--- config.mk ---
export PLATFORM = sky130hd
export DESIGN_NAME = dcm_rst_ctrl
export DESIGN_NICKNAME = d
export VERILOG_FILES = /design/src/rtl/dcm_rst_ctrl_pkg.sv /design/src/rtl/dcm_rst_ctrl_sync_2ff.sv /design/src/rtl/dcm_rst_ctrl.sv
export SDC_FILE = /design/constraint.sdc
export NUM_CORES = 1
export LEC_CHECK = 0
export ABC_AREA = 1
export CAP_MARGIN = 20
export CELL_PAD_IN_SITES_DETAIL_PLACEMENT = 0
export CELL_PAD_IN_SITES_GLOBAL_PLACEMENT = 1
export CORE_ASPECT_RATIO = 0.8
export CORE_MARGIN = 1.5
export CORE_UTILIZATION = 39
export DETAILED_ROUTE_END_ITERATION = 12
export PLACE_DENSITY_LB_ADDON = 0.1
export RECOVER_POWER = 50
export SLEW_MARGIN = 20
export SYNTH_ARGS = -nofsm -noshare
export SYNTH_HDL_FRONTEND = slang
export SYNTH_HIERARCHICAL = 1
export SYNTH_SLANG_ARGS = --single-unit
--- constraint.sdc ---
create_clock -name clk11 -period 1.4 [get_ports clk11]
set_input_delay 0.21 -clock clk11 [delete_from_list [all_inputs] [get_ports clk11]]
set_output_delay 0.21 -clock clk11 [all_outputs]
set_load 0.01 [all_outputs]
--- src/rtl/dcm_rst_ctrl_pkg.sv ---
// rtl/dcm_rst_ctrl_pkg.sv - state encodings and sizing helpers for the DCM reset controller
package dcm_rst_ctrl_pkg;

    localparam int STATE_W = 3;

    typedef enum logic [STATE_W-1:0] {
        ST_HOLD      = 3'd0,
        ST_WAIT_LOCK = 3'd1,
        ST_STABLE    = 3'd2,
        ST_RUN       = 3'd3,
        ST_FAIL      = 3'd4
    } state_t;

    // One counter serves every timed state, so it is sized for the longest interval.
    function automatic int cnt_width(input int a, input int b, input int c);
        int m;
        m = a;
        if (b > m) m = b;
        if (c > m) m = c;
        return (m > 1) ? $clog2(m) : 1;
    endfunction

endpackage

--- src/rtl/dcm_rst_ctrl_sync_2ff.sv ---
// rtl/dcm_rst_ctrl_sync_2ff.sv - two-flop synchronizer for a single asynchronous input
module sync_2ff (
    input  logic clk,
    input  logic rst,
    input  logic d,
    output logic q
);

    logic meta;

    always_ff @(posedge clk or posedge rst) begin
        if (rst) begin
            meta <= 1'b0;
            q    <= 1'b0;
        end else begin
            meta <= d;
            q    <= meta;
        end
    end

endmodule

--- src/rtl/dcm_rst_ctrl.sv ---
// rtl/dcm_rst_ctrl.sv - DCM reset pulse, lock watchdog with bounded retries, debounced ready
module dcm_rst_ctrl
    import dcm_rst_ctrl_pkg::*;
#(
    parameter int RST_CYCLES    = 4,
    parameter int LOCK_TIMEOUT  = 2048,
    parameter int STABLE_CYCLES = 64,
    parameter int MAX_RETRIES   = 7,
    localparam int RETRY_W      = $clog2(MAX_RETRIES + 1)
) (
    input  logic               clk11,
    input  logic               rst,
    input  logic               locked,
    output logic               dcm_rst,
    output logic               ready,
    output logic               lock_lost,
    output logic               fail,
    output logic [RETRY_W-1:0] retries
);

    localparam int CNT_W = cnt_width(RST_CYCLES, LOCK_TIMEOUT, STABLE_CYCLES);

    localparam logic [CNT_W-1:0]   RST_LAST     = CNT_W'(RST_CYCLES - 1);
    localparam logic [CNT_W-1:0]   TIMEOUT_LAST = CNT_W'(LOCK_TIMEOUT - 1);
    localparam logic [CNT_W-1:0]   STABLE_LAST  = CNT_W'(STABLE_CYCLES - 1);
    localparam logic [RETRY_W-1:0] RETRY_MAX    = RETRY_W'(MAX_RETRIES);

    logic               locked_s;
    state_t             state_q, state_n;
    logic [CNT_W-1:0]   cnt_q, cnt_n;
    logic [RETRY_W-1:0] retries_n;
    logic               lock_lost_n;

    sync_2ff u_lock_sync (
        .clk (clk11),
        .rst (rst),
        .d   (locked),
        .q   (locked_s)
    );

    always_ff @(posedge clk11 or posedge rst) begin
        if (rst) begin
            state_q   <= ST_HOLD;
            cnt_q     <= '0;
            retries   <= '0;
            dcm_rst   <= 1'b1;
            ready     <= 1'b0;
            lock_lost <= 1'b0;
            fail      <= 1'b0;
        end else begin
            state_q   <= state_n;
            cnt_q     <= cnt_n;
            retries   <= retries_n;
            // Outputs are decoded from the next state so they change on the same edge as the state.
            dcm_rst   <= (state_n == ST_HOLD) || (state_n == ST_FAIL);
            ready     <= (state_n == ST_RUN);
            lock_lost <= lock_lost_n;
            fail      <= (state_n == ST_FAIL);
        end
    end

    always_comb begin
        state_n     = state_q;
        cnt_n       = cnt_q;
        retries_n   = retries;
        lock_lost_n = 1'b0;
        case (state_q)
            ST_HOLD: begin
                if (cnt_q == RST_LAST) begin
                    state_n = ST_WAIT_LOCK;
                    cnt_n   = '0;
                end else begin
                    cnt_n = cnt_q + 1'b1;
                end
            end
            ST_WAIT_LOCK: begin
                // A lock seen on the final timeout cycle still wins over the retry.
                if (locked_s) begin
                    state_n = ST_STABLE;
                    cnt_n   = '0;
                end else if (cnt_q == TIMEOUT_LAST) begin
                    cnt_n = '0;
                    if (retries == RETRY_MAX) begin
                        state_n = ST_FAIL;
                    end else begin
                        retries_n = retries + 1'b1;
                        state_n   = ST_HOLD;
                    end
                end else begin
                    cnt_n = cnt_q + 1'b1;
                end
            end
            ST_STABLE: begin
                if (!locked_s) begin
                    state_n = ST_WAIT_LOCK;
                    cnt_n   = '0;
                end else if (cnt_q == STABLE_LAST) begin
                    state_n   = ST_RUN;
                    cnt_n     = '0;
                    retries_n = '0;
                end else begin
                    cnt_n = cnt_q + 1'b1;
                end
            end
            ST_RUN: begin
                if (!locked_s) begin
                    state_n     = ST_HOLD;
                    cnt_n       = '0;
                    lock_lost_n = 1'b1;
                end
            end
            ST_FAIL: begin
                cnt_n = '0;
            end
            default: begin
                state_n = ST_HOLD;
                cnt_n   = '0;
            end
        endcase
    end

endmodule

# == Yosys cells after proc, flatten, opt, wreduce, memory -nomap -nowiden ==
# Index checks and enable logic that the tools add are counted.
# classes
n_addsub,2
n_reduce_logical,5
n_eq_ne,16
mux,23
# ops
op,count
$mux 11,6
$pmux 11 s4,1
$mux 3,12
$pmux 3 s5,1
$add 11x1->11 const B,1
$eq 11x11->1 const B,1
$eq 11x2->1 const B,1
$eq 11x6->1 const B,1
$ne 2x2->1 const B,5
$eq 3x2->1 const B,3
$eq 3x3->1 const B,3
$logic_not 3->1,2
$pmux 3 s2,1
$reduce_and 6->1,1
$add 3x1->3 const B,1
$eq 3x1->1 const B,1
$mux 1,2
$ne 2x1->1 const B,1
$reduce_bool 2->1,1
$logic_or 1x1->1,1
# totals
output_inout_bits,7
in_bits,3
reg_bits,23

# == Longest topological paths before layout ==
# depth
depth_word,7
depth_mapped,9
mapped_depth_nobuf,9

# == By module ==
# The synthesis kept the hierarchy.
# by_module_without_submodules
mod,instances,seq_area_each_um2,cells_each,area_each_um2
dcm_rst_ctrl,1,526.8,164,1333.8
sync_2ff,1,50.0,3,53.8

# == Worst setup path after synthesis ==
# OpenSTA, ideal clock, no wires.
# synth_timing
path_kind,register -> register
start,register cnt_q[0]
end,register cnt_q[7]
path_buffers,0
setup_ns,0.122
stages_incl_launch_ff,9
arrival_ns,1.268
period_less_slack_ns,1.391
required_ns,1.278
setup_slack_ns,0.009
cell_sequence,dfrtp_1 ha_1 nand2_2 nor2_8 nand3_4 nand2_4 nand3_4 nor2_8 nor2_2
# synth_via
elab_chain_len,4
word_cells_on_any_way,10
cone_classes,add/sub: 1; eq/ne: 3; mux: 6
# synth_lines
element,line_no,rtl
"start, declared",dcm_rst_ctrl.sv:30,"logic [CNT_W-1:0] cnt_q, cnt_n;"
"start signal, assigned",dcm_rst_ctrl.sv:52,cnt_q <= cnt_n;
"$add 11x1->11, or another cell as far along","dcm_rst_ctrl.sv:73, dcm_rst_ctrl.sv:90, dcm_rst_ctrl.sv:102",
$mux 11 (on tied branches),"dcm_rst_ctrl.sv:97, dcm_rst_ctrl.sv:81",
$mux 11 (on tied branches),"dcm_rst_ctrl.sv:94, dcm_rst_ctrl.sv:78",
$pmux 11 s4 *,dcm_rst_ctrl.sv:67,case (state_q)
# Every way passes the cells marked *; elsewhere a longest branch is shown, timed or not.
# A chain may end at the register's enable or synchronous reset.

# == Worst setup path after layout ==
# layout_timing
start,register cnt_q[0]
end,register cnt_q[4]
# The elaborated chain is that of the path after synthesis.

==> impl_metrics.json <==
{
  "grt_usage_pct": 15.9,
  "maxCapViolCount": 0,
  "tightest_slew_ns": 0.566,
  "place_congestion": 0.760,
  "fmax_mhz": 699,
  "required_ns": 1.56,
  "clock_latency_ns": 0.27,
  "diodes": 0,
  "avgSynthCellArea_um2": 8.31,
  "die_height_um": 56.4,
  "power.leakage_nw": 0.907,
  "hold_viol_final": 0,
  "antenna_found_initial": 0,
  "ir_drop_mv": 0.720,
  "hpwl_mm": 2.16,
  "fill_cells": 326,
  "drtIter0Drc": 42,
  "finalPower_w": 0.00252,
  "violations": "negative setup slack",
  "cp.arrival_ns": 1.59,
  "start_util_pct": 40.5,
  "syn_to_final_growth_pct": 32.5,
  "wirelength_mm": 2.91,
  "clk_pin_slew_ns": 0.08,
  "worst_setup_path_start_kind": "flip-flop",
  "rows": 19,
  "ys_ff_latch": 23,
  "setup_viol": 9,
  "rsz0062_at_grt": "true",
  "dr.pass1.iters": 4,
  "reg2regPathDepth": 8,
  "min_period_ns": 1.43,
  "grt_max_degree": 22,
  "htree_levels": 1,
  "status": "finished with violations",
  "grt_pass1_wl_mm": 4.87,
  "cp_slowest_cell": "dfrtp_1",
  "crit_type": "flip-flop to flip-flop",
  "critPathCaptureType": "flip-flop",
  "grt_pass1_vias": 1086,
  "timing.final.ws_setup_ns": -0.0302,
  "placement.io_buffers": 9,
  "vias": 1157,
  "crit_fanout": 8,
  "slew-limit-headroom_pct": 62.3,
  "wl_per_cell_um": 11.8,
  "root_buffer": "clkbuf_8",
  "cts_made_buffers": 3,
  "ys_warn_count": 6,
  "worstReg2RegStart": "cnt_q[0]",
  "die_area_mm2": 0.00393,
  "slew_viol_final": 0,
  "max_stage_delay_ns": 0.40,
  "syn_nets": 173,
  "crit_chain": "ha_4 > nand3_2 > nor2_4 > nand2_1 > nand2_2 > nand3_4 > nor2_8 > nor2_2",
  "pre_cts_slack_ns": -0.110,
  "multiInputGateArea_um2": 797,
  "power_per_cell_area_mw_per_mm2": 1370,
  "final_common_cell": "nand2_1",
  "die_w_um": 69.7,
  "drc_errors": 0,
  "coreArea_mm2": 0.00342,
  "synthesis.area_mm2": 0.00139,
  "clockBufferDepth": 2,
  "fin_nets": 212,
  "syn_inst": 167,
  "via_per_inst": 4.68,
  "post-route-period-util_pct": 102,
  "r2r_slack_ns": -0.03,
  "mostFrequentLayoutCells": "36 x nand2_1, 24 x buf_4, 21 x dfrtp_1",
  "clock_skew_ns": 0.00242,
  "hp-class": "primary input to async pin",
  "cts_tree": "yes",
  "ys_seq_area_share_pct": 41.6,
  "ant_nets": 0,
  "r2r_end": "cnt_q[4]",
  "clock-sinks": 23,
  "register_area_um2": 578,
  "ys_types": 27,
  "overflow": 0,
  "io_pins": 10,
  "drive_gt1_share_pct": 39.0
}
-- layout make-up --
cell class	count	share of cell area, %
multi-input combinational	121	43.4
sequential	23	31.4
timing repair buffer	35	15.3
inverter	22	4.49
tap	42	2.86
clock buffer	3	2.25
clock inverter	1	0.272
-- worst max-delay path by stage --
stage,slack (ns),cells past startpoint,end,start
6_report,-0.03,8,cnt_q[4],cnt_q[0]
5_1_grt,-0.12,8,cnt_q[5],cnt_q[0]
4_1_cts,-0.09,8,cnt_q[4],cnt_q[1]
3_5_place_dp,-0.11,8,cnt_q[4],cnt_q[1]
3_3_place_gp,-0.06,8,cnt_q[7],cnt_q[1]
2_1_floorplan,0.009,8,cnt_q[7],cnt_q[0]
-- repair_timing --
| action | in CTS | in global routing |
|---|---|---|
| buffers inserted | 2 | 3 |
| endpoints found under the setup margin | 17 | 17 |
| hold buffers | 0 | 0 |
| resized for setup | 11 | 15 |
| pin swaps | 6 | 13 |
-- Yosys cell counts --
master,number,share of area [%]
nand2_1,41,11
or2_2,1,0.45
nand3b_1,2,1.1
nand3_2,2,1.4
nand3_1,15,5.4
nor3_1,1,0.36
dfrtp_1,22,40
xor2_1,5,3.2
nand4_2,1,0.90
nand2_2,4,1.8
nand2_4,1,0.81
nor2_1,12,3.2
o21ai_0,2,0.72
o21bai_1,1,0.54
dfstp_2,1,1.9
nand3_4,2,2.5
ha_1,3,2.7
or2_1,1,0.45
nand4_1,5,2.3
nor2_4,3,2.4
buf_6,1,0.81
and2_1,1,0.45
nor2_8,2,2.9
inv_1,19,5.1
inv_2,3,0.81
a21oi_1,3,1.1
nor2_2,13,5.9
-- state kept, by name, summed over array words and instances, names as in the netlist --
| name | flops |
|---|---|
| state_q | 3 |
| cnt_q | 11 |
| u_lock_sync/q | 1 |
| fail | 1 |
| ready | 1 |
| lock_lost | 1 |
| dcm_rst | 1 |
| u_lock_sync/meta | 1 |
| retries | 3 |
-- critical path: cells and delay by family, from the launching register on --
kind          cells  cell delay, ns
fa+ha+maj         1            0.19
flops             1            0.40
simple gates      7            0.74
-- metal layers --
| layer | part of all wire [%] | vias up | global-route usage, % |
|---|---|---|---|
| met5 | 0 | - | 0 |
| met4 | 0.65 | 0 | 4.12 |
| met3 | 2.4 | 2 | 4.31 |
| met2 | 45 | 10 | 23.5 |
| met1 | 52 | 541 | 23.2 |
| li1 | - | 604 | - |
-- power breakdown --
part	total, W	switching, W	internal (W)	leakage (nW)
Clock	0.000420	0.000221	0.000199	0.0255
Combinational	0.00116	0.000642	0.000522	0.579
Sequential	0.000934	0.000127	0.000807	0.303
-- cell families (layout without fill, tap and decap cells) --
family,Yosys count,count (layout),synth area share [%]
compound gates,6,6,2.34
fa+ha+maj,3,3,2.71
xor+xnor,5,5,3.16
buf+inv,23,61,6.76
simple gates,107,107,43.5
flops,23,23,41.6
-- per-stage QoR --
| stage | util (%) | hold slack, ns | instances | setup TNS [ns] | instance area, µm² |
|---|---|---|---|---|---|
| after floorplan | - | -0.0488 | 167 | 0 | 1390 |
| after global routing | 53.7 | 0.263 | 247 | -1.38 | 1840 |
| after CTS | 51.5 | 0.0966 | 244 | -0.796 | 1760 |
| after global placement | 49.0 | 0.337 | 238 | -0.532 | 1680 |
| after detailed placement | 49.0 | 0.348 | 238 | -1.03 | 1680 |
| final | 53.7 | 0.242 | 247 | -0.215 | 1840 |
Note: power is estimated with default switching activity, not from simulation.
==> RTL edit 1 (config.mk and constraints unchanged) <==
Re-encode `state_t` (5 states) as one-hot, 5 bits wide.
--- a/src/rtl/dcm_rst_ctrl_pkg.sv
+++ b/src/rtl/dcm_rst_ctrl_pkg.sv
@@ -5,8 +5,8 @@
 
-    typedef enum logic [STATE_W-1:0] {
-        ST_HOLD      = 3'd0,
-        ST_WAIT_LOCK = 3'd1,
-        ST_STABLE    = 3'd2,
-        ST_RUN       = 3'd3,
-        ST_FAIL      = 3'd4
+    typedef enum logic [4:0] {
+        ST_HOLD      = 5'b00001,
+        ST_WAIT_LOCK = 5'b00010,
+        ST_STABLE    = 5'b00100,
+        ST_RUN       = 5'b01000,
+        ST_FAIL      = 5'b10000
     } state_t;
Function: same outputs for any inputs over 10 cycles, from zero or initial values and one cycle with rst high; not proved beyond that.
==> RTL edit 1 against the original RTL <==
The flow still finishes with violations (negative setup slack). Worst setup slack got worse by 0.029 ns. Fmax shrank 2.0%. Power up 2.9%. Sequential cell count increased by 2. Area after synthesis rose by 6.8%. Final area rose by 17%. Global-route usage increased by 4.6 points. Routed wire length rose by 35%. Highest routed layer unchanged.
==> RTL edit 1: results (changes against the original RTL) <==
<table>
<tr><th>Metric</th><th>Value</th></tr>
<tr><th colspan="2">Drt</th></tr>
<tr><td>Routed via count divided by cell count</td><td>4.97 (+6.1%)</td></tr>
<tr><td>First DRT Iteration DRCs</td><td>88 (+110%)</td></tr>
<tr><td>Total iterations of the first detailed-routing run</td><td>5 (+1)</td></tr>
<tr><td>Final WL</td><td>3.92 mm (+35%)</td></tr>
<tr><th colspan="2">STA</th></tr>
<tr><td>Count of final setup violators</td><td>5 (-4)</td></tr>
<tr><td>Minimum setup slack in the final design</td><td>-0.0593 ns (-0.0291 ns)</td></tr>
<tr><td>Setup Total Neg Slack</td><td>-0.279 ns (-0.0635 ns)</td></tr>
<tr><td>Final worst clock skew</td><td>0.00290 ns (+0.000480 ns)</td></tr>
<tr><th colspan="2">Layout</th></tr>
<tr><td>FILL cells</td><td>315 (-3.4%)</td></tr>
<tr><td>Layout buffer count excluding clock buffers</td><td>52 (+49%)</td></tr>
<tr><td>Clock tree cell share of total cell area</td><td>2.26% (-0.26 points)</td></tr>
<tr><td>Count of inverters not on the clock network in the layout</td><td>26 (+18%)</td></tr>
<tr><td>Biggest regs</td><td>cnt_q: 11 flops, state_q: 5 flops, retries: 3 flops</td></tr>
<tr><td>Count of nets after finishing</td><td>259 (+22%)</td></tr>
<tr><td>Buffer share of cell area</td><td>19.1% (+3.8 points)</td></tr>
<tr><td>Footprint of the multi-input gates</td><td>916 µm² (+15%)</td></tr>
<tr><td>Sequential cell area in the final layout</td><td>629 µm² (+8.9%)</td></tr>
<tr><th colspan="2">Synth</th></tr>
<tr><td>Part of the Yosys area used for sequential elements</td><td>42.4% (+0.83 points)</td></tr>
<tr><td>Syn_nets</td><td>203 (+17%)</td></tr>
<tr><td>Number of distinct library cells after synthesis</td><td>22 (-19%)</td></tr>
<tr><td>Most common library cells after synthesis</td><td>sky130_fd_sc_hd__nand2_1 (56), sky130_fd_sc_hd__inv_1 (26), sky130_fd_sc_hd__dfrtp_1 (23)</td></tr>
<tr><th colspan="2">GRT</th></tr>
<tr><td>Vias in the first global route</td><td>1400 (+29%)</td></tr>
<tr><td>Overall routing resource usage</td><td>20.5% (+4.6 points)</td></tr>
<tr><td>Maximum number of pins on one net before global-route repair</td><td>24 (+9.1%)</td></tr>
<tr><th colspan="2">Run status</th></tr>
<tr><td>Run status</td><td>finished, violations left</td></tr>
<tr><td>Violated checks</td><td>negative setup slack</td></tr>
<tr><th colspan="2">Critical path</th></tr>
<tr><td>Critical Path AT</td><td>1.63 ns (+0.04 ns)</td></tr>
<tr><td>Largest stage delay on the critical path</td><td>0.62 ns (+0.22 ns)</td></tr>
<tr><td>Max Fanout on Critical Path</td><td>6 (-2)</td></tr>
<tr><th colspan="2">Placed design</th></tr>
<tr><td>Global placement routability congestion</td><td>0.833 (+9.5%)</td></tr>
<tr><td>Post-Place Worst Slack</td><td>-0.0922 ns (+0.0181 ns)</td></tr>
<tr><td>HPWL after DPL</td><td>2.91 mm (+34%)</td></tr>
<tr><th colspan="2">Pwr</th></tr>
<tr><td>Peak supply drop</td><td>0.625 mV (-13%)</td></tr>
</table>
==> RTL edit 1: stage by stage <==
stage	std cells	total power, mW	instance area, µm²
5_1_grt	294	2.81	2160
6_report	294	2.59	2160
2_1_floorplan	197	1.56	1490
4_1_cts	288	2.45	2010
3_5_place_dp	282	1.98	1890
3_3_place_gp	282	1.96	1890
==> RTL edit 1: kinds of logic after synthesis <==
family | Yosys count | synth area share [%]
buf+inv | 27 | 6.93
compound gates | 8 | 2.87
simple gates | 129 | 42.3
xor+xnor | 5 | 2.96
fa+ha+maj | 3 | 2.53
flops | 25 | 42.4
==> RTL edit 1: what timing repair did <==
action,CTS,global route
setup endpoints to repair,17,20
cloned,0,0
hold buffers,0,0
resized for setup,18,32
pin swaps,8,16
setup buffers,2,6
==> RTL edit 1: per-layer routing <==
layer	wire (µm)	vias to the layer above
met4	24	0
met1	2020	679
met5	0	-
met2	1680	36
li1	-	742
met3	194	4
==> RTL edit 1: path summary, 6_finish.rpt <==
| check | from | to | slack, ns | depth (start not counted) |
|---|---|---|---|---|
| setup / recovery | state_q[0] | cnt_q[2] | -0.06 | 7 |
| min in group clk11 | u_lock_sync/meta | u_lock_sync/q | 0.36 | 0 |
| max in group asynchronous | rst | cnt_q[3] | 0.45 | 3 |
| hold reg to reg | u_lock_sync/meta | u_lock_sync/q | 0.36 | 0 |
| hold / removal | rst | u_lock_sync/meta | 0.23 | 2 |
| setup reg to reg | state_q[0] | cnt_q[2] | -0.06 | 7 |
==> RTL edit 1: power breakdown <==
part,switching (mW),internal [mW],total (mW)
logic,0.606,0.556,1.16
clock network,0.244,0.202,0.446
registers,0.122,0.862,0.984
==> RTL edit 1: worst max-delay path, delay by kind of cell (launching register included) <==
family           cells  cell delay [ns]
DFF                  1             0.62
and+or+nand+nor      7             0.73
==> RTL edit 2 (config.mk and constraints unchanged) <==
Made on the original files. `MAX_RETRIES`: 7 -> 8.
--- a/src/rtl/dcm_rst_ctrl.sv
+++ b/src/rtl/dcm_rst_ctrl.sv
@@ -7,3 +7,3 @@
     parameter int STABLE_CYCLES = 64,
-    parameter int MAX_RETRIES   = 7,
+    parameter int MAX_RETRIES   = 8,
     localparam int RETRY_W      = $clog2(MAX_RETRIES + 1)
Interface: changed (resized retries); port bits go from 10 to 11. The function was not compared with the original's and may differ.
==> RTL edit 2 against the original RTL <==
The run still ends with negative setup slack left. Sequential share of layout area fell by 0.77 points. Routed wire length rose by 13%. Final cell count rose by 8.5%. Non-clock buffer count rose by 13. Combinational power rose by 9%. Via count rose by 12%. Sequential power barely moved. Power rose by 12%. Final area rose by 6.9%. Area after synthesis rose by 0.99%. Worst setup slack got worse by 0.051 ns. Hold slack got worse by 0.0052 ns. Sequential cell count rose by 1. Largest cell class unchanged.
==> RTL edit 2: results (changes against the original RTL) <==
<table>
<tr><th>Metric</th><th>Value</th></tr>
<tr><th colspan="2">STA</th></tr>
<tr><td>Worst Tran Pin Value</td><td>0.565 ns (-0.00126 ns)</td></tr>
<tr><td>Final worst clock skew</td><td>0.00628 ns (+0.00386 ns)</td></tr>
<tr><td>Count of final setup violators</td><td>10 (+1)</td></tr>
<tr><td>Minimum setup slack in the final design</td><td>-0.0808 ns (-0.0506 ns)</td></tr>
<tr><th colspan="2">Placed design</th></tr>
<tr><td>HPWL after DPL</td><td>2.47 mm (+14%)</td></tr>
<tr><td>Global placement routability congestion</td><td>0.855 (+12%)</td></tr>
<tr><td>Standard cell area after detailed placement</td><td>1770 µm² (+5.4%)</td></tr>
<tr><th colspan="2">Critical path</th></tr>
<tr><td>Critical Path AT</td><td>1.64 ns (+0.05 ns)</td></tr>
<tr><th colspan="2">GRT</th></tr>
<tr><td>Overall routing resource usage</td><td>18.3% (+2.4 points)</td></tr>
<tr><td>Wire length of the first global-routing pass</td><td>5.65 mm (+16%)</td></tr>
<tr><th colspan="2">Synth</th></tr>
<tr><td>Part of the Yosys area used for sequential elements</td><td>42.9% (+1.4 points)</td></tr>
<tr><td>Area contributors post-synth</td><td>sky130_fd_sc_hd__dfrtp_1 (41%), sky130_fd_sc_hd__nand2_1 (12%), sky130_fd_sc_hd__nor2_1 (6.4%)</td></tr>
<tr><td>Syn_nets</td><td>181 (+4.6%)</td></tr>
<tr><td>Post-synthesis compound-gate area fraction</td><td>3.66% (+1.3 points)</td></tr>
<tr><td>Most common library cells after synthesis</td><td>sky130_fd_sc_hd__nand2_1 (45), sky130_fd_sc_hd__nor2_1 (24), sky130_fd_sc_hd__dfrtp_1 (23), sky130_fd_sc_hd__inv_1 (23), sky130_fd_sc_hd__nand3_1 (12)</td></tr>
<tr><th colspan="2">Run status</th></tr>
<tr><td>Violated checks</td><td>negative setup slack</td></tr>
<tr><td>Run status</td><td>finished, violations left</td></tr>
<tr><th colspan="2">Layout</th></tr>
<tr><td>Biggest regs</td><td>cnt_q: 11 flops, retries: 4 flops, state_q: 3 flops</td></tr>
<tr><td>Count of nets after finishing</td><td>233 (+9.9%)</td></tr>
<tr><td>Fraction of layout cells with a size suffix above 1</td><td>31.4% (-7.6 points)</td></tr>
<tr><th colspan="2">Pwr</th></tr>
<tr><td>Internal power</td><td>1.81 mW (+18%)</td></tr>
<tr><td>Sequential share of power</td><td>33.0% (-4.1 points)</td></tr>
<tr><td>Total clock network power</td><td>621 µW (+48%)</td></tr>
<tr><td>Peak supply drop</td><td>0.777 mV (+7.9%)</td></tr>
<tr><th colspan="2">Drt</th></tr>
<tr><td>First DRT Iteration DRCs</td><td>50 (+19%)</td></tr>
</table>
==> RTL edit 2: cell types whose count changed after synthesis, sizes merged, moves of 2 or more <==
cell / before / now
inv: 22 / 24
nand3: 19 / 17
nand4: 6 / 8
o21ai: 2 / 6
==> RTL edit 2: final cells by class <==
cell class | count | area, µm²
clock buffer | 3 | 41.3
clock inverter | 1 | 30.0
sequential | 24 | 603
inverter | 24 | 90.1
fill | 348 | 1460
tap | 42 | 52.6
multi-input combinational | 126 | 764
timing repair buffer | 48 | 384
==> RTL edit 2: stage by stage <==
step,TNS (ns),worst slack [ns],instances,hold WS (ns)
floorplan,0,0.0147,175,-0.0488
global placement,-0.466,-0.0636,255,0.343
detailed placement,-1.09,-0.115,255,0.344
CTS,-0.454,-0.0595,265,0.107
global route,-2.01,-0.167,268,0.252
finish,-0.566,-0.0808,268,0.237
==> RTL edit 2: routing by layer <==
layer	global-route usage, %	share of wire (%)
met1	25.3	51
met2	29.4	45
met3	4.31	3.5
met4	4.12	1.1
met5	0	0
